===== config.mk =====
export PLATFORM = sky130hd
export DESIGN_NAME = psram_seq
export DESIGN_NICKNAME = d
export VERILOG_FILES = /design/src/rtl/psram_pkg.sv /design/src/rtl/psram_ca_gen.sv /design/src/rtl/psram_seq.sv
export SDC_FILE = /design/constraint.sdc
export NUM_CORES = 1
export LEC_CHECK = 0
export ABC_AREA = 1
export BUFFER_PORTS_ARGS = -buffer_cell sky130_fd_sc_hd__buf_2
export CORE_MARGIN = 3
export CORE_UTILIZATION = 58
export CTS_CLUSTER_SIZE = 10
export DETAILED_ROUTE_END_ITERATION = 16
export GPL_TIMING_DRIVEN = 0
export PLACE_DENSITY = 0.95
export SLEW_MARGIN = 20
export SYNTH_ARGS = -nofsm -noshare
export SYNTH_HDL_FRONTEND = slang
export SYNTH_HIERARCHICAL = 1
export SYNTH_SLANG_ARGS = --single-unit

===== constraint.sdc =====
create_clock -name clk -period 4.5 [get_ports clk]
set_clock_uncertainty 0.15 [all_clocks]
set_input_delay 0.45 -clock clk [delete_from_list [all_inputs] [get_ports clk]]
set_output_delay 0.45 -clock clk [all_outputs]
set_load 0.02 [all_outputs]

===== src/rtl/psram_pkg.sv =====
// ----------------------------------------------------------------------------
// psram_pkg
// Shared definitions for the PSRAM transaction sequencer:
//   - sequencer state encoding
//   - command/address (CA) bit positions in the 48-bit CA phase
//   - idle and running clock pair levels, RWDS read strobe pattern
//   - default timing parameters (latency, recovery, read timeout)
// ----------------------------------------------------------------------------
package psram_pkg;

  typedef enum logic [2:0] {
    ST_IDLE,
    ST_CA,
    ST_LAT,
    ST_WDATA,
    ST_RDATA,
    ST_HOLD,
    ST_RECOV
  } state_e;

  // CA phase layout (48 bits, sent MSB first as three 16-bit words)
  localparam int CA_W        = 48;
  localparam int CA_RW_BIT   = 47;  // 1 = read
  localparam int CA_AS_BIT   = 46;  // address space: memory
  localparam int CA_BT_BIT   = 45;  // linear burst
  localparam int CA_ROW_MSB  = 44;
  localparam int CA_ROW_LSB  = 16;
  localparam int CA_COL_MSB  = 2;

  // CK / CK# {rise, fall} half-cycle levels
  localparam logic [1:0] CK_IDLE  = 2'b00;
  localparam logic [1:0] CKN_IDLE = 2'b11;
  localparam logic [1:0] CK_RUN   = 2'b10;
  localparam logic [1:0] CKN_RUN  = 2'b01;

  // RWDS pattern that marks a valid read word
  localparam logic [1:0] RWDS_STROBE = 2'b10;

  // Default timing, in clk cycles
  localparam int LAT_CYC_DEF   = 6;
  localparam int RECOV_CYC_DEF = 4;
  localparam int RD_TO_DEF     = 32;

endpackage


===== src/rtl/psram_ca_gen.sv =====
// ----------------------------------------------------------------------------
// psram_ca_gen
// Combinational packing of the 48-bit command/address word and selection of
// the 16-bit slice sent in CA cycle idx_i (0 = most significant word).
// Ports:
//   we_i    : 1 = write command
//   addr_i  : 32-bit word address
//   idx_i   : CA cycle index 0..2
//   word_o  : CA[47-16*idx -: 16]
// ----------------------------------------------------------------------------
module psram_ca_gen
  import psram_pkg::*;
(
  input  logic        we_i,
  input  logic [31:0] addr_i,
  input  logic [1:0]  idx_i,
  output logic [15:0] word_o
);

  logic [CA_W-1:0] ca;

  // NOTE: every signal written in an always_comb gets a default first, so no
  // path through the block can leave it unassigned and infer a latch.
  always_comb begin
    ca                         = '0;
    ca[CA_RW_BIT]              = ~we_i;
    ca[CA_AS_BIT]              = 1'b0;
    ca[CA_BT_BIT]              = 1'b1;
    ca[CA_ROW_MSB:CA_ROW_LSB]  = addr_i[31:3];
    ca[CA_COL_MSB:0]           = addr_i[2:0];
  end

  always_comb begin
    word_o = ca[15:0];
    case (idx_i)
      2'd0:    word_o = ca[47:32];
      2'd1:    word_o = ca[31:16];
      default: word_o = ca[15:0];
    endcase
  end

endmodule


===== src/rtl/psram_seq.sv =====
// ----------------------------------------------------------------------------
// psram_seq
// PSRAM (HyperBus-style) transaction sequencer. Accepts one read or write
// burst command, drives CS#, the differential clock pair, CA words, latency,
// data phase, a one-cycle CS#-low hold and a CS#-high recovery period.
//
// Ports:
//   clk, rst_n                 clock, asynchronous active-low reset
//   cmd_valid/ready/we/addr/len command handshake (len 0 = 256 words)
//   wr_data/wr_valid/wr_ready   write word stream (underrun masks the word)
//   rd_data/rd_valid/rd_err     read word strobe, timeout pulse
//   busy                        sequencer not idle
//   cs_n_o, cs_n_e              CS# level and drive enable
//   ck_o, ck_n_o                CK / CK# {rise, fall} half-cycle values
//   rwds_o, rwds_e, rwds_i      RWDS drive values/enable, sampled {rise, fall}
//   dq_wr, dq_e, dq_rd          DQ drive word, per-bit enable, captured word
//
// Configuration:
//   PSRAM_SEQ_RD_TIMEOUT_EN  when defined, RD_TO consecutive RDATA cycles
//                            without a read strobe pulse rd_err and end the
//                            burst; otherwise RDATA waits indefinitely.
// ----------------------------------------------------------------------------
module psram_seq
  import psram_pkg::*;
#(
  parameter int LAT_CYC   = LAT_CYC_DEF,
  parameter int RECOV_CYC = RECOV_CYC_DEF,
  parameter int RD_TO     = RD_TO_DEF
) (
  input  logic        clk,
  input  logic        rst_n,
  input  logic        cmd_valid,
  output logic        cmd_ready,
  input  logic        cmd_we,
  input  logic [31:0] cmd_addr,
  input  logic [7:0]  cmd_len,
  input  logic [15:0] wr_data,
  input  logic        wr_valid,
  output logic        wr_ready,
  output logic [15:0] rd_data,
  output logic        rd_valid,
  output logic        rd_err,
  output logic        busy,
  output logic        cs_n_o,
  output logic        cs_n_e,
  output logic [1:0]  ck_o,
  output logic [1:0]  ck_n_o,
  output logic [1:0]  rwds_o,
  output logic        rwds_e,
  input  logic [1:0]  rwds_i,
  output logic [15:0] dq_wr,
  output logic [7:0]  dq_e,
  input  logic [15:0] dq_rd
);

  if (LAT_CYC < 1 || RECOV_CYC < 1 || RD_TO < 1) begin : g_bad_param
    $error("psram_seq: LAT_CYC, RECOV_CYC and RD_TO must all be at least 1");
  end

  state_e      state_q, state_d;
  logic [15:0] cnt_q, cnt_d;     // CA index, latency and recovery countdown
  logic [7:0]  wcnt_q, wcnt_d;   // remaining burst words (0 means 256)
  logic        we_q, we_d;
  logic [31:0] addr_q, addr_d;
  logic        lat_long_q, lat_long_d;
  logic        rd_valid_q, rd_valid_d;
  logic [15:0] rd_data_q, rd_data_d;
  logic [1:0]  rst_sync_q;
  logic        run;
  logic        strobe;
  logic        to_hit;
  logic [15:0] ca_word;

  // Reset asserts at once but is released two clk edges later, so the
  // command port only opens once the whole design is out of reset.
  // NOTE: sequential state is updated with non-blocking assignments so every
  // flop samples the pre-edge values regardless of process ordering.
  always_ff @(posedge clk or negedge rst_n) begin
    if (!rst_n) rst_sync_q <= 2'b00;
    else        rst_sync_q <= {rst_sync_q[0], 1'b1};
  end

  assign run    = rst_sync_q[1];
  assign strobe = (rwds_i == RWDS_STROBE);

`ifdef PSRAM_SEQ_RD_TIMEOUT_EN
  localparam int TO_W = $clog2(RD_TO + 1);

  logic [TO_W-1:0] to_q, to_d;

  // Counts consecutive strobe-less RDATA cycles; restarts on every word.
  always_comb begin
    to_d = '0;
    if (state_q == ST_RDATA && !strobe) to_d = to_q + 1'b1;
  end

  always_ff @(posedge clk or negedge rst_n) begin
    if (!rst_n) to_q <= '0;
    else        to_q <= to_d;
  end

  assign to_hit = (state_q == ST_RDATA) && !strobe && (to_q == TO_W'(RD_TO - 1));
`else
  assign to_hit = 1'b0;
`endif

  assign rd_err = to_hit;

  psram_ca_gen u_ca_gen (
    .we_i   (we_q),
    .addr_i (addr_q),
    .idx_i  (cnt_q[1:0]),
    .word_o (ca_word)
  );

  // Next-state logic
  always_comb begin
    state_d    = state_q;
    cnt_d      = cnt_q;
    wcnt_d     = wcnt_q;
    we_d       = we_q;
    addr_d     = addr_q;
    lat_long_d = lat_long_q;
    case (state_q)
      ST_IDLE: begin
        if (cmd_valid && cmd_ready) begin
          state_d = ST_CA;
          cnt_d   = '0;
          we_d    = cmd_we;
          addr_d  = cmd_addr;
          wcnt_d  = cmd_len;
        end
      end
      ST_CA: begin
        // The device signals doubled latency on RWDS during the first CA word.
        if (cnt_q == 16'd0) lat_long_d = rwds_i[1];
        if (cnt_q == 16'd2) begin
          state_d = ST_LAT;
          cnt_d   = lat_long_q ? 16'(2 * LAT_CYC - 1) : 16'(LAT_CYC - 1);
        end else begin
          cnt_d = cnt_q + 16'd1;
        end
      end
      ST_LAT: begin
        if (cnt_q == 16'd0) state_d = we_q ? ST_WDATA : ST_RDATA;
        else                cnt_d   = cnt_q - 16'd1;
      end
      ST_WDATA: begin
        // Underrun cycles still consume a word slot (sent masked).
        wcnt_d = wcnt_q - 8'd1;
        if (wcnt_q == 8'd1) state_d = ST_HOLD;
      end
      ST_RDATA: begin
        if (to_hit) begin
          state_d = ST_HOLD;
        end else if (strobe) begin
          wcnt_d = wcnt_q - 8'd1;
          if (wcnt_q == 8'd1) state_d = ST_HOLD;
        end
      end
      ST_HOLD: begin
        state_d = ST_RECOV;
        cnt_d   = 16'(RECOV_CYC - 1);
      end
      ST_RECOV: begin
        if (cnt_q == 16'd0) state_d = ST_IDLE;
        else                cnt_d   = cnt_q - 16'd1;
      end
      default: state_d = ST_IDLE;
    endcase
  end

  // Read word appears the cycle after its strobe.
  assign rd_valid_d = (state_q == ST_RDATA) && strobe;
  assign rd_data_d  = rd_valid_d ? dq_rd : rd_data_q;

  always_ff @(posedge clk or negedge rst_n) begin
    if (!rst_n) begin
      state_q    <= ST_IDLE;
      cnt_q      <= '0;
      wcnt_q     <= '0;
      we_q       <= 1'b0;
      addr_q     <= '0;
      lat_long_q <= 1'b0;
      rd_valid_q <= 1'b0;
      rd_data_q  <= '0;
    end else begin
      state_q    <= state_d;
      cnt_q      <= cnt_d;
      wcnt_q     <= wcnt_d;
      we_q       <= we_d;
      addr_q     <= addr_d;
      lat_long_q <= lat_long_d;
      rd_valid_q <= rd_valid_d;
      rd_data_q  <= rd_data_d;
    end
  end

  // Pin-level outputs, decoded from the current state
  logic clk_run;

  assign clk_run = (state_q == ST_CA) || (state_q == ST_LAT) ||
                   (state_q == ST_WDATA) || (state_q == ST_RDATA);

  always_comb begin
    ck_o   = clk_run ? CK_RUN  : CK_IDLE;
    ck_n_o = clk_run ? CKN_RUN : CKN_IDLE;
    cs_n_o = !(clk_run || state_q == ST_HOLD);
    dq_e   = '0;
    dq_wr  = '0;
    rwds_e = 1'b0;
    rwds_o = 2'b00;
    case (state_q)
      ST_CA: begin
        dq_e  = 8'hFF;
        dq_wr = ca_word;
      end
      ST_WDATA: begin
        dq_e   = 8'hFF;
        rwds_e = 1'b1;
        if (wr_valid) dq_wr  = wr_data;
        else          rwds_o = 2'b11;
      end
      default: ;
    endcase
  end

  assign cmd_ready = (state_q == ST_IDLE) && run;
  assign busy      = (state_q != ST_IDLE);
  assign wr_ready  = (state_q == ST_WDATA);
  assign cs_n_e    = rst_n;
  assign rd_valid  = rd_valid_q;
  assign rd_data   = rd_data_q;

endmodule


==> out/qor.txt, run 1 <==
CP required - 3.90 ns
Detail Placement HPWL - 10.43 mm
CP Data Arrival Time - 2.58 ns
Initial Utilization - 60.09%
Critical path launch point type - register
Register area - 2002 µm²
CTS root buf - clkbuf_8
Multi-input gate area - 2515 µm²
Peak Freq - 314.5 MHz
Buffer and inverter count on the worst path - 4
Fraction of layout cells with a size suffix above 1 - 28.97%
Initial DRT Pass Iterations - 8
Die span in y - 98.73 µm
Initial DRC Count - 423
IO Pins - 133
First-pass GRT wire length - 23.56 mm
Post-Route WL - 14.27 mm
H-tree levels - 3
Number of synthesized flops with an enable pin - 0
CTS Sinks - 80
RSZ-0062 raised after global routing - false
Post-synth ARST share - 100.0%
Static Leak - 0.003287 µW
CP max stage cell - dfrtp_1
FF+latch count, synth - 80
Minimum clock period - 3.179 ns
CP peak stage delay - 0.46 ns
Clk slew on worst S/H paths - 0.10 ns
Layout area overhead - 20.40%
Initial antenna violation count - 0
Final Max Slew Viols - 0
Avg Cell Area, Syn - 7.444 µm²
Synth Flop Type - dfrtp_1
Outcome - completed
Worst Tran Pin Value - 0.5376 ns
Setup violations, final - 0
Die area - 9748 µm²
GRT overflow - 0
Peak supply drop - 0.4395 mV
Drt via density - 5.625
Period utilization - 70.65%
# DRC - 0
Hold crit path type - in2reg
Worst path top cell family by delay - buffers and inverters
Count of input and output buffers - 128
WL per Instance - 15.46 µm
Final hold vios - 0
Clk_lat worst skew - 0.37 ns
Fill cell count - 585
Warnings, synthesis - 6
Nets - 897
Synth Cell Area - 4987 µm²
Slew margin rel. - 64.16%
Post_cts resized - 0
Total track usage - 30.07%
ANT nets after route - 0
Worst-path cell chain - inv_2, nor2_2, nand2_1, clkinv_1, buf_1, a32o_1, buf_2
Mapped Cells - 670
Sequential share of the synthesized area - 40.14%
Total CTS buffers - 9
Pwr dens - 713.8 nW/µm²
Critical Path End Type - primary output
Crit path max fanout - 11
TritonCTS clock tree - yes
Critical path class - reg2out
Setup TNS - 0 ns
Die Wd - 98.73 µm
Ant. Diodes - 0
Library cells used by synthesis - 34
Max Cap Viol - 0
Std-Cell Core Area - 8299 µm²
Largest net degree at the start of global routing - 56
Overall power - 4286 µW
Longest Clk Path Bufs - 2
Total number of vias - 5192
Vias in the first global route - 5146
GPL Wtd Cong - 0.9489
Cell Rows - 33
==> cells by family (layout without fill, tap and decap cells) <==
logic type / count (synthesis) / after routing / share of synthesized area, %
adder cells (fa/ha/maj): 5 / 5 / 1.254
AND/OR/NAND/NOR: 390 / 390 / 32.87
flip-flops: 80 / 80 / 40.14
AO/OA/AOI/OAI: 58 / 58 / 7.677
buffers and inverters: 97 / 243 / 9.583
XOR/XNOR: 5 / 5 / 0.8782
other: 2 / 4 / 0.1506
multiplexers: 33 / 33 / 7.451
==> registers in the layout, summed over array words and instances, names as in the netlist <==
| register | cells |
|---|---|
| addr_q | 32 |
| cnt_q | 16 |
| lat_long_q | 1 |
| rd_data | 16 |
| rd_valid | 1 |
| rst_sync_q | 2 |
| state_q | 3 |
| wcnt_q | 8 |
| we_q | 1 |
==> stage by stage <==
step           std cells  utilization (%)  worst slack [ns]  hold slack [ns]  cell area (µm²)
3_5_place_dp         906            69.85             1.861           0.1949             5797
5_1_grt              923            72.35             1.203           0.1267             6005
3_3_place_gp         905            69.49             1.661           0.1832             5767
6_report             923            72.35             1.321           0.1185             6005
4_1_cts              923            72.35             1.393           0.1093             6005
2_1_floorplan        672                -             1.979         0.004409             4995
==> cells in the mapped netlist, types with 6 or more instances <==
master / instances / area (µm²)
buf_4: 20 / 150.1
dfrtp_1: 80 / 2002
inv_1: 46 / 172.7
nand3_1: 72 / 360.4
a32o_1: 16 / 160.2
a21oi_1: 6 / 30.03
nor2_1: 47 / 176.4
clkbuf_1: 6 / 22.52
buf_2: 13 / 65.06
inv_2: 7 / 26.28
mux2_2: 33 / 371.6
nand4_1: 6 / 37.54
o21ai_0: 27 / 135.1
nand2_1: 250 / 938.4
==> final cells by class <==
cell class,count,area share (%)
buffer,43,4.584
timing repair buffer,130,11.34
sequential,80,33.34
clock buffer,11,2.521
multi-input combinational,495,41.88
inverter,54,3.376
tap,105,2.188
clock inverter,5,0.7710
==> placed cells by master (no fill, tap or decap), types with 2 or more instances in the layout <==
master,count
clkbuf_8,11
buf_6,3
dfrtp_1,80
mux2_2,33
o21ai_1,5
o21ai_0,27
clkinv_4,2
a21oi_1,6
nor2_1,47
inv_1,46
nand2_1,250
xor2_1,3
nor2_2,5
nor2_4,3
ha_1,5
inv_6,2
conb_1,4
xnor2_1,2
nand3_2,2
inv_2,7
nand3_1,72
a32o_1,16
buf_2,140
clkbuf_1,6
nand4_1,6
buf_4,21
==> metal layers <==
metal / vias up / track usage (%) / routed length (µm)
li1: 2433 / - / -
met1: 2391 / 33.95 / 5305
met2: 303 / 54.50 / 7284
met3: 65 / 6.086 / 1104
met4: 0 / 13.66 / 576
met5: - / 0 / 0
==> final timing paths <==
path / from / slack [ns] / end / cells past startpoint
hold reg to reg: rst_sync_q[0] / 0.22 / rst_sync_q[1] / 0
setup / recovery: state_q[0] / 1.32 / dq_wr[10] / 7
hold / removal: dq_rd[1] / 0.12 / rd_data[1] / 3
min in group asynchronous: rst_n / 0.39 / wcnt_q[0] / 2
setup reg to reg: cnt_q[1] / 2.12 / cnt_q[10] / 10
max in group asynchronous: rst_n / 3.19 / addr_q[29] / 3
==> power by group <==
group          internal, µW  total (µW)  switching, µW
Combinational           895        2480           1580
Sequential             1030        1270            244
Clock                   241         540            300
Total                  2160        4290           2120
==> repair_timing <==
item	4_1_cts	5_1_grt
setup buffers	0	0
hold buffers	1	0
endpoints found under the hold margin	25	0
==> worst reg2reg max path, cell delays in order (launching register included) <==
cell	delay, ns
dfrtp_1	0.69
inv_1	0.11
ha_1	0.24
nand2_1	0.20
nor2_4	0.09
nand3_1	0.10
nand3_2	0.19
inv_2	0.21
buf_6	0.19
nand2_1	0.08
nand2_1	0.06
No activity file was read; power rests on OpenSTA's default activity.
==> run 2, diff against run 1 <==
CORE_UTILIZATION = 48   (was 58)
PLACE_DENSITY = 0.87   (was 0.95)
clock period = 2.6 ns   (was 4.5 ns; I/O delays follow)
==> run 2 against run 1 <==
Against the previous run: via count is 7.2% higher; routed wire length is 20% higher; die area is 20% higher; flip-flop and latch count stayed put; non-clock buffer count is 49 higher; clock power is 110% higher; critical path type unchanged.
==> out/qor.txt, run 2 (synthesized netlist as in run 1, its figures left out) <==
Most flop-heavy register - addr_q (unchanged)
Detail Placement HPWL - 9.774 mm (was 10.43 mm)
CP Data Arrival Time - 2.13 ns (was 2.58 ns)
Period utilization - 97.65%
GRT overflow - 0 (unchanged)
Post-placement worst setup slack - 0.1004 ns (was 1.861 ns)
Ant. Diodes - 0 (unchanged)
# DRC - 0 (unchanged)
Clock power share - 14.3% (was 12.6%)
Clk_lat worst skew - 0.37 ns (about the same)
CTS Sinks - 80 (unchanged)
Outcome - completed (unchanged)
Crit path max fanout - 11 (unchanged)
Setup ws final - 0.06111 ns (was 1.321 ns)
Die area - 11650 µm² (was 9748 µm²)
Internal Pwr Total - 3961 µW (was 2162 µW)
Std-Cell Core Area - 9955 µm² (was 8299 µm²)
Longest Clk Path Bufs - 2 (unchanged)
WHS Endpoint - addr_q[22] (was rd_data[1])
Final Max Slew Viols - 0 (unchanged)
Critical Path End Type - primary output (unchanged)
Critical path launch point type - register (unchanged)
WHS Path Cells - 2 (was 3)
Final hold vios - 0 (unchanged)
Count of input and output buffers - 128 (unchanged)
Setup TNS - 0 ns (unchanged)
Register area - 2002 µm² (unchanged)
Minimum clock period - 2.539 ns
Pwr dens - 1193 nW/µm² (was 713.8 nW/µm²)
Setup violations, final - 0 (unchanged)
Peak Freq - 393.9 MHz
Initial Utilization - 50.10% (was 60.09%)
CTS root buf - clkbuf_8 (unchanged)
Initial antenna violation count - 0 (unchanged)
Hold crit path type - in2reg (unchanged)
ANT nets after route - 0 (unchanged)
Die Wd - 107.9 µm (was 98.73 µm)
CP required - 2.19 ns (was 3.90 ns)
WL per Instance - 17.07 µm (was 15.46 µm)
Worst R2R Path Depth - 10 (unchanged)
Clk slew on worst S/H paths - 0.10 ns (about the same)
Critical R2R Capture - cnt_q[1] (was cnt_q[10])
Hold Crit Start - cmd_addr[22] (was dq_rd[1])
Area after DPL - 5832 µm² (was 5797 µm²)
Reg2reg setup slack - 0.17 ns (was 2.12 ns)
Fraction of layout cells with a size suffix above 1 - 28.03% (was 28.97%)
Total number of vias - 5568 (was 5192)
R2r startpoint - cnt_q[1] (unchanged)
Cell Rows - 36 (was 33)
Static Leak - 0.003510 µW (was 0.003287 µW)
Final Instance Area - 6581 µm² (was 6005 µm²)
Commonest non-fill, non-tap cell in the layout - nand2_1 (unchanged)
Post-layout util - 66.11% (was 72.35%)
Max Cap Viol - 0 (unchanged)
Sw Share - 49.54% (was 49.56%)
IO Pins - 133 (unchanged)
M1 GR Usage - 32.91% (was 33.95%)
Initial DRT Pass Iterations - 6 (was 8)
Sequential power share - 28.6% (was 29.6%)
Switching power of the nets - 3889 µW (was 2124 µW)
Nets - 946 (was 897)
Post-Route WL - 17.07 mm (was 14.27 mm)
Multi-input gate area - 2525 µm² (was 2515 µm²)
H-tree levels - 3 (unchanged)
Slew margin rel. - 56.02% (was 64.16%)
Fill cell count - 733 (was 585)
Worst Tran Pin Value - 0.6598 ns (was 0.5376 ns)
Number of flip-flops in the largest register - 32 (unchanged)
Commonest non-fill, non-tap cells in the layout - 248 x nand2_1, 138 x buf_2, 80 x dfrtp_1 (was 250 x nand2_1, 140 x buf_2, 80 x dfrtp_1)
Critical path class - reg2out (unchanged)
Total track usage - 27.39% (was 30.07%)
Initial DRC Count - 527 (was 423)
Global route hottest layer - met2 (unchanged)
GPL Wtd Cong - 0.9219 (was 0.9489)
Drt via density - 5.568 (was 5.625)
First-pass GRT wire length - 25.19 mm (was 23.56 mm)
Peak supply drop - 0.6579 mV (was 0.4395 mV)
Met3 usage - 5.134% (was 6.086%)
Largest net degree at the start of global routing - 51 (was 56)
Part of the power in combinational logic - 57.1% (was 57.8%)
Layout area overhead - 31.96% (was 20.40%)
Overall power - 7850 µW (was 4286 µW)
TritonCTS clock tree - yes (unchanged)
Vias in the first global route - 5147 (was 5146)
Met2 Usage GRT - 47.74% (was 54.50%)
Total CTS buffers - 9 (unchanged)
Die span in y - 107.9 µm (was 98.73 µm)
-- run 2: changes by cell type in the layout (fill, tap and decap cells not counted), moves of 2 or more --
cell,before,now
bufinv_16,0,2
nand2_1,250,248
clkinvlp_4,0,2
clkbuf_4,0,2
clkinv_4,2,0
clkbuf_8,11,9
buf_4,21,24
buf_2,140,138
nand2_2,1,3
dlygate4sd3_1,1,48
-- run 2: how the worst max path moves through the flow --
stage | from | end
after floorplan | state_q[2] | dq_wr[10]
after global placement | rst_n | cs_n_e
after detailed placement | state_q[2] | dq_wr[12]
after CTS | state_q[0] | dq_wr[12]
after global routing | state_q[0] | dq_wr[12]
final | state_q[0] | dq_wr[12]
-- run 2: metrics by stage --
stage,hold WS [ns],cells
finish,0.01318,1000
global route,0.01172,1000
detailed placement,0.08969,934
floorplan,-0.1856,672
CTS,0.002693,997
global placement,0.1812,933
-- run 2: routing by layer --
layer,vias up,wire (µm)
li1,2536,-
met4,0,833
met1,2545,6216
met5,-,0
met2,398,8544
met3,89,1479
-- run 2: area by class of cell --
type | count | share of cell area, %
clock inverters | 7 | 1.635
multi-input cells | 495 | 38.37
flip-flops and latches | 80 | 30.42
clock buffers | 9 | 1.882
repair buffers | 179 | 17.72
plain buffers | 43 | 4.316
inverters | 54 | 3.137
well taps | 133 | 2.529
-- run 2: worst max-delay path, stage by stage, from the launching register on --
cell and delay [ns]:
dfrtp_1 0.45, inv_2 0.09, nor2_4 0.21, nand2_2 0.15, clkinvlp_4 0.20, clkbuf_4 0.26, a32o_1 0.22, buf_2 0.18
-- run 2: timing repair --
| item | 4_1_cts | 5_1_grt |
|---|---|---|
| gates cloned | 0 | 0 |
| gates resized for setup | 3 | 5 |
| hold endpoints to repair | 77 | 1 |
| endpoints found under the setup margin | 11 | 11 |
| buffers inserted | 0 | 2 |
| hold buffers | 47 | 1 |
-- run 2: power by group through the flow --
stage	Clock [µW]	Combinational, µW	Sequential, µW
6_report	1120	4480	2240
5_1_grt	1160	4870	2290
4_1_cts	1100	4220	2160
3_5_place_dp	0	4140	2170
3_3_place_gp	0	4020	2160
2_1_floorplan	0	2940	2220
==> run 3, diff against run 2 <==
--- a/config.mk
+++ b/config.mk
@@ -8,10 +8,12 @@
 export ABC_AREA = 1
 export BUFFER_PORTS_ARGS = -buffer_cell sky130_fd_sc_hd__buf_2
+export CELL_PAD_IN_SITES_DETAIL_PLACEMENT = 1
+export CELL_PAD_IN_SITES_GLOBAL_PLACEMENT = 2
 export CORE_MARGIN = 3
-export CORE_UTILIZATION = 48
+export CORE_UTILIZATION = 27
 export CTS_CLUSTER_SIZE = 10
 export DETAILED_ROUTE_END_ITERATION = 16
 export GPL_TIMING_DRIVEN = 0
-export PLACE_DENSITY = 0.87
+export PLACE_DENSITY = 0.78
 export SLEW_MARGIN = 20
 export SYNTH_ARGS = -nofsm -noshare
==> constraint.sdc (replaced) <==
create_clock -name clk -period 2.6 [get_ports clk]
set_clock_uncertainty 0.15 [all_clocks]
set_input_delay 0.39 -clock clk [delete_from_list [all_inputs] [get_ports clk]]
set_output_delay 0.39 -clock clk [all_outputs]
set_load 0.02 [all_outputs]
==> run 3 against run 2 <==
Against the previous run: flip-flop and latch count did not move; worst hold slack improved by 0.077 ns; setup slack improved by 0.13 ns; die area rose by 73%; routed wire length fell by 4.4%; combinational power fell by 3%; via count fell by 13%; sequential share of layout area rose by 1.4 points; clock power rose by 14%.
==> out/qor.txt, run 3 (synthesized netlist as in run 1, its figures left out) <==
TritonCTS clock tree - yes (unchanged)
Largest net degree at the start of global routing - 62 (was 51)
Top sig layer - met5 (was met4)
Period utilization - 92.82% (was 97.65%)
M1 wire length - 7.617 mm (was 6.216 mm)
Slew margin rel. - 65.95% (was 56.02%)
Hold crit path type - in2reg (unchanged)
CP required - 2.06 ns (was 2.19 ns)
Clk_lat worst skew - 0.34 ns (was 0.37 ns)
Most flop-heavy register - addr_q (unchanged)
Fill cell count - 2286 (was 733)
Clk slew on worst S/H paths - 0.07 ns (was 0.10 ns)
Drt via density - 4.601 (was 5.568)
Number of flip-flops in the largest register - 32 (unchanged)
Cell Rows - 49 (was 36)
Nets - 898 (was 946)
Initial Utilization - 27.67% (was 50.10%)
Static Leak - 0.003339 µW (was 0.003510 µW)
Post-Route WL - 16.32 mm (was 17.07 mm)
Met2 WL post-DR - 7.516 mm (was 8.544 mm)
Worst-path cell chain - inv_2, nor2_4, nand2_2, clkinv_2, clkbuf_4, a32o_1, buf_2 (was inv_2, nor2_4, nand2_2, clkinvlp_4, clkbuf_4, a32o_1, buf_2)
Pwr dens - 1238 nW/µm² (was 1193 nW/µm²)
Longest Clk Path Bufs - 2 (unchanged)
Minimum clock period - 2.413 ns (was 2.539 ns)
IO Pins - 133 (unchanged)
Die Wd - 141.9 µm (was 107.9 µm)
CP peak stage delay - 0.41 ns (was 0.45 ns)
Final Instance Area - 6297 µm² (was 6581 µm²)
Max Cap Viol - 0 (unchanged)
Min Hold Slack - 0.08996 ns (was 0.01318 ns)
Setup violations, final - 0 (unchanged)
Placed cell count - 1030 (was 934)
Std-Cell Core Area - 18020 µm² (was 9955 µm²)
Die area - 20140 µm² (was 11650 µm²)
Overall power - 7797 µW (was 7850 µW)
Crit path max fanout - 11 (unchanged)
Final Max Slew Viols - 0 (unchanged)
Commonest non-fill, non-tap cell in the layout - nand2_1 (unchanged)
Total track usage - 16.56% (was 27.39%)
CTS Sinks - 80 (unchanged)
H-tree levels - 3 (unchanged)
CP Data Arrival Time - 1.87 ns (was 2.13 ns)
Ant. Diodes - 0 (unchanged)
Critical path launch point type - register (unchanged)
Detail Placement HPWL - 12.61 mm (was 9.774 mm)
WL per Instance - 15.57 µm (was 17.07 µm)
Post-placement worst setup slack - -0.06814 ns (was 0.1004 ns)
Outcome - completed (unchanged)
RSZ-0062 raised after global routing - false
Setup ws final - 0.1866 ns (was 0.06111 ns)
Critical path class - reg2out (unchanged)
CTS root buf - clkbuf_16 (was clkbuf_8)
Worst path top cell family by delay - buffers and inverters (unchanged)
GRT overflow - 0 (unchanged)
CP max stage cell - dfrtp_1 (unchanged)
Initial DRT Pass Iterations - 4 (was 6)
Count of input and output buffers - 128 (unchanged)
Total CTS buffers - 9 (unchanged)
Die span in y - 141.9 µm (was 107.9 µm)
Final hold vios - 0 (unchanged)
Peak supply drop - 0.4615 mV (was 0.6579 mV)
# DRC - 0 (unchanged)
Vias in the first global route - 4976 (was 5147)
Layout area overhead - 26.27% (was 31.96%)
Non-Filler Instances - 1048 (was 1000)
First-pass GRT wire length - 26.80 mm (was 25.19 mm)
GPL Wtd Cong - 0.7817 (was 0.9219)
Initial DRC Count - 140 (was 527)
Initial antenna violation count - 3 (was 0)
Commonest non-fill, non-tap cells in the layout - 248 x nand2_1, 138 x buf_2, 77 x dfrtp_1 (was 248 x nand2_1, 138 x buf_2, 80 x dfrtp_1)
Area after DPL - 5956 µm² (was 5832 µm²)
Worst Tran Pin Value - 0.5089 ns (was 0.6598 ns)
Critical Path End Type - primary output (unchanged)
ANT nets after route - 0 (unchanged)
Fraction of layout cells with a size suffix above 1 - 30.04% (was 28.03%)
Total number of vias - 4822 (was 5568)
Peak Freq - 414.3 MHz (was 393.9 MHz)
Buffer and inverter count on the worst path - 4 (unchanged)
Met3 wire len - 1.031 mm (was 1.479 mm)
==> run 3: cell types whose count changed in the layout (fill, tap and decap cells not counted), sizes merged <==
cell         delta
dlygate4sd3    -47
clkinv          +3
clkbuf          -1
bufinv          -2
clkinvlp        -1
==> run 3: worst min-delay path: stages <==
cell and delay [ns]:
buf_2 0.07, nand2_1 0.04, nand2_1 0.05
==> run 3: through the flow <==
stage | setup TNS [ns] | util, %
finish | 0 | 34.94
global route | 0 | 34.94
CTS | 0 | 34.84
detailed placement | -0.4664 | 33.04
global placement | -1.037 | 32.85
floorplan | 0 | -
==> run 3: path summary, 6_finish.rpt <==
path	start	endpoint	slack, ns	cells after the start
max	state_q[0]	dq_wr[13]	0.19	7
min	dq_rd[10]	rd_data[10]	0.09	3
max reg2reg	cnt_q[0]	cnt_q[12]	0.28	10
min reg2reg	rst_sync_q[0]	rst_sync_q[1]	0.20	0
max in group asynchronous	rst_n	addr_q[8]	1.40	3
min in group asynchronous	rst_n	cnt_q[15]	0.30	2
==> run 3: layout make-up <==
cell class                      instances  area [µm²]  share of cell area, %
Buffer                                 42       276.5                  4.391
Clock buffer                            9       225.2                  3.576
Clock inverter                          7       70.07                  1.113
Inverter                               54       203.9                  3.239
Multi-Input combinational cell        495        2530                  40.17
Sequential cell                        80        2006                  31.85
Tap cell                              229       286.5                  4.550
Timing Repair Buffer                  132       699.4                  11.11
==> run 3: timing repair <==
item / 4_1_cts / 5_1_grt
setup buffers: 0 / 2
pin swaps: 0 / 1
hold buffers: 1 / 0
gates resized for setup: 8 / 5
endpoints found under the setup margin: 12 / 25
endpoints found under the hold margin: 20 / 0
==> run 3: routing by layer <==
| metal | vias up | track usage [%] |
|---|---|---|
| met3 | 14 | 5.325 |
| met2 | 92 | 26.83 |
| met1 | 2277 | 22.11 |
| met5 | - | 0 |
| li1 | 2435 | - |
| met4 | 4 | 2.778 |
==> run 3: power by group <==
part	total [µW]	switching, µW	internal [µW]
combinational	4340	2760	1580
clock	1280	603	675
sequential	2180	401	1780
total	7800	3760	4040
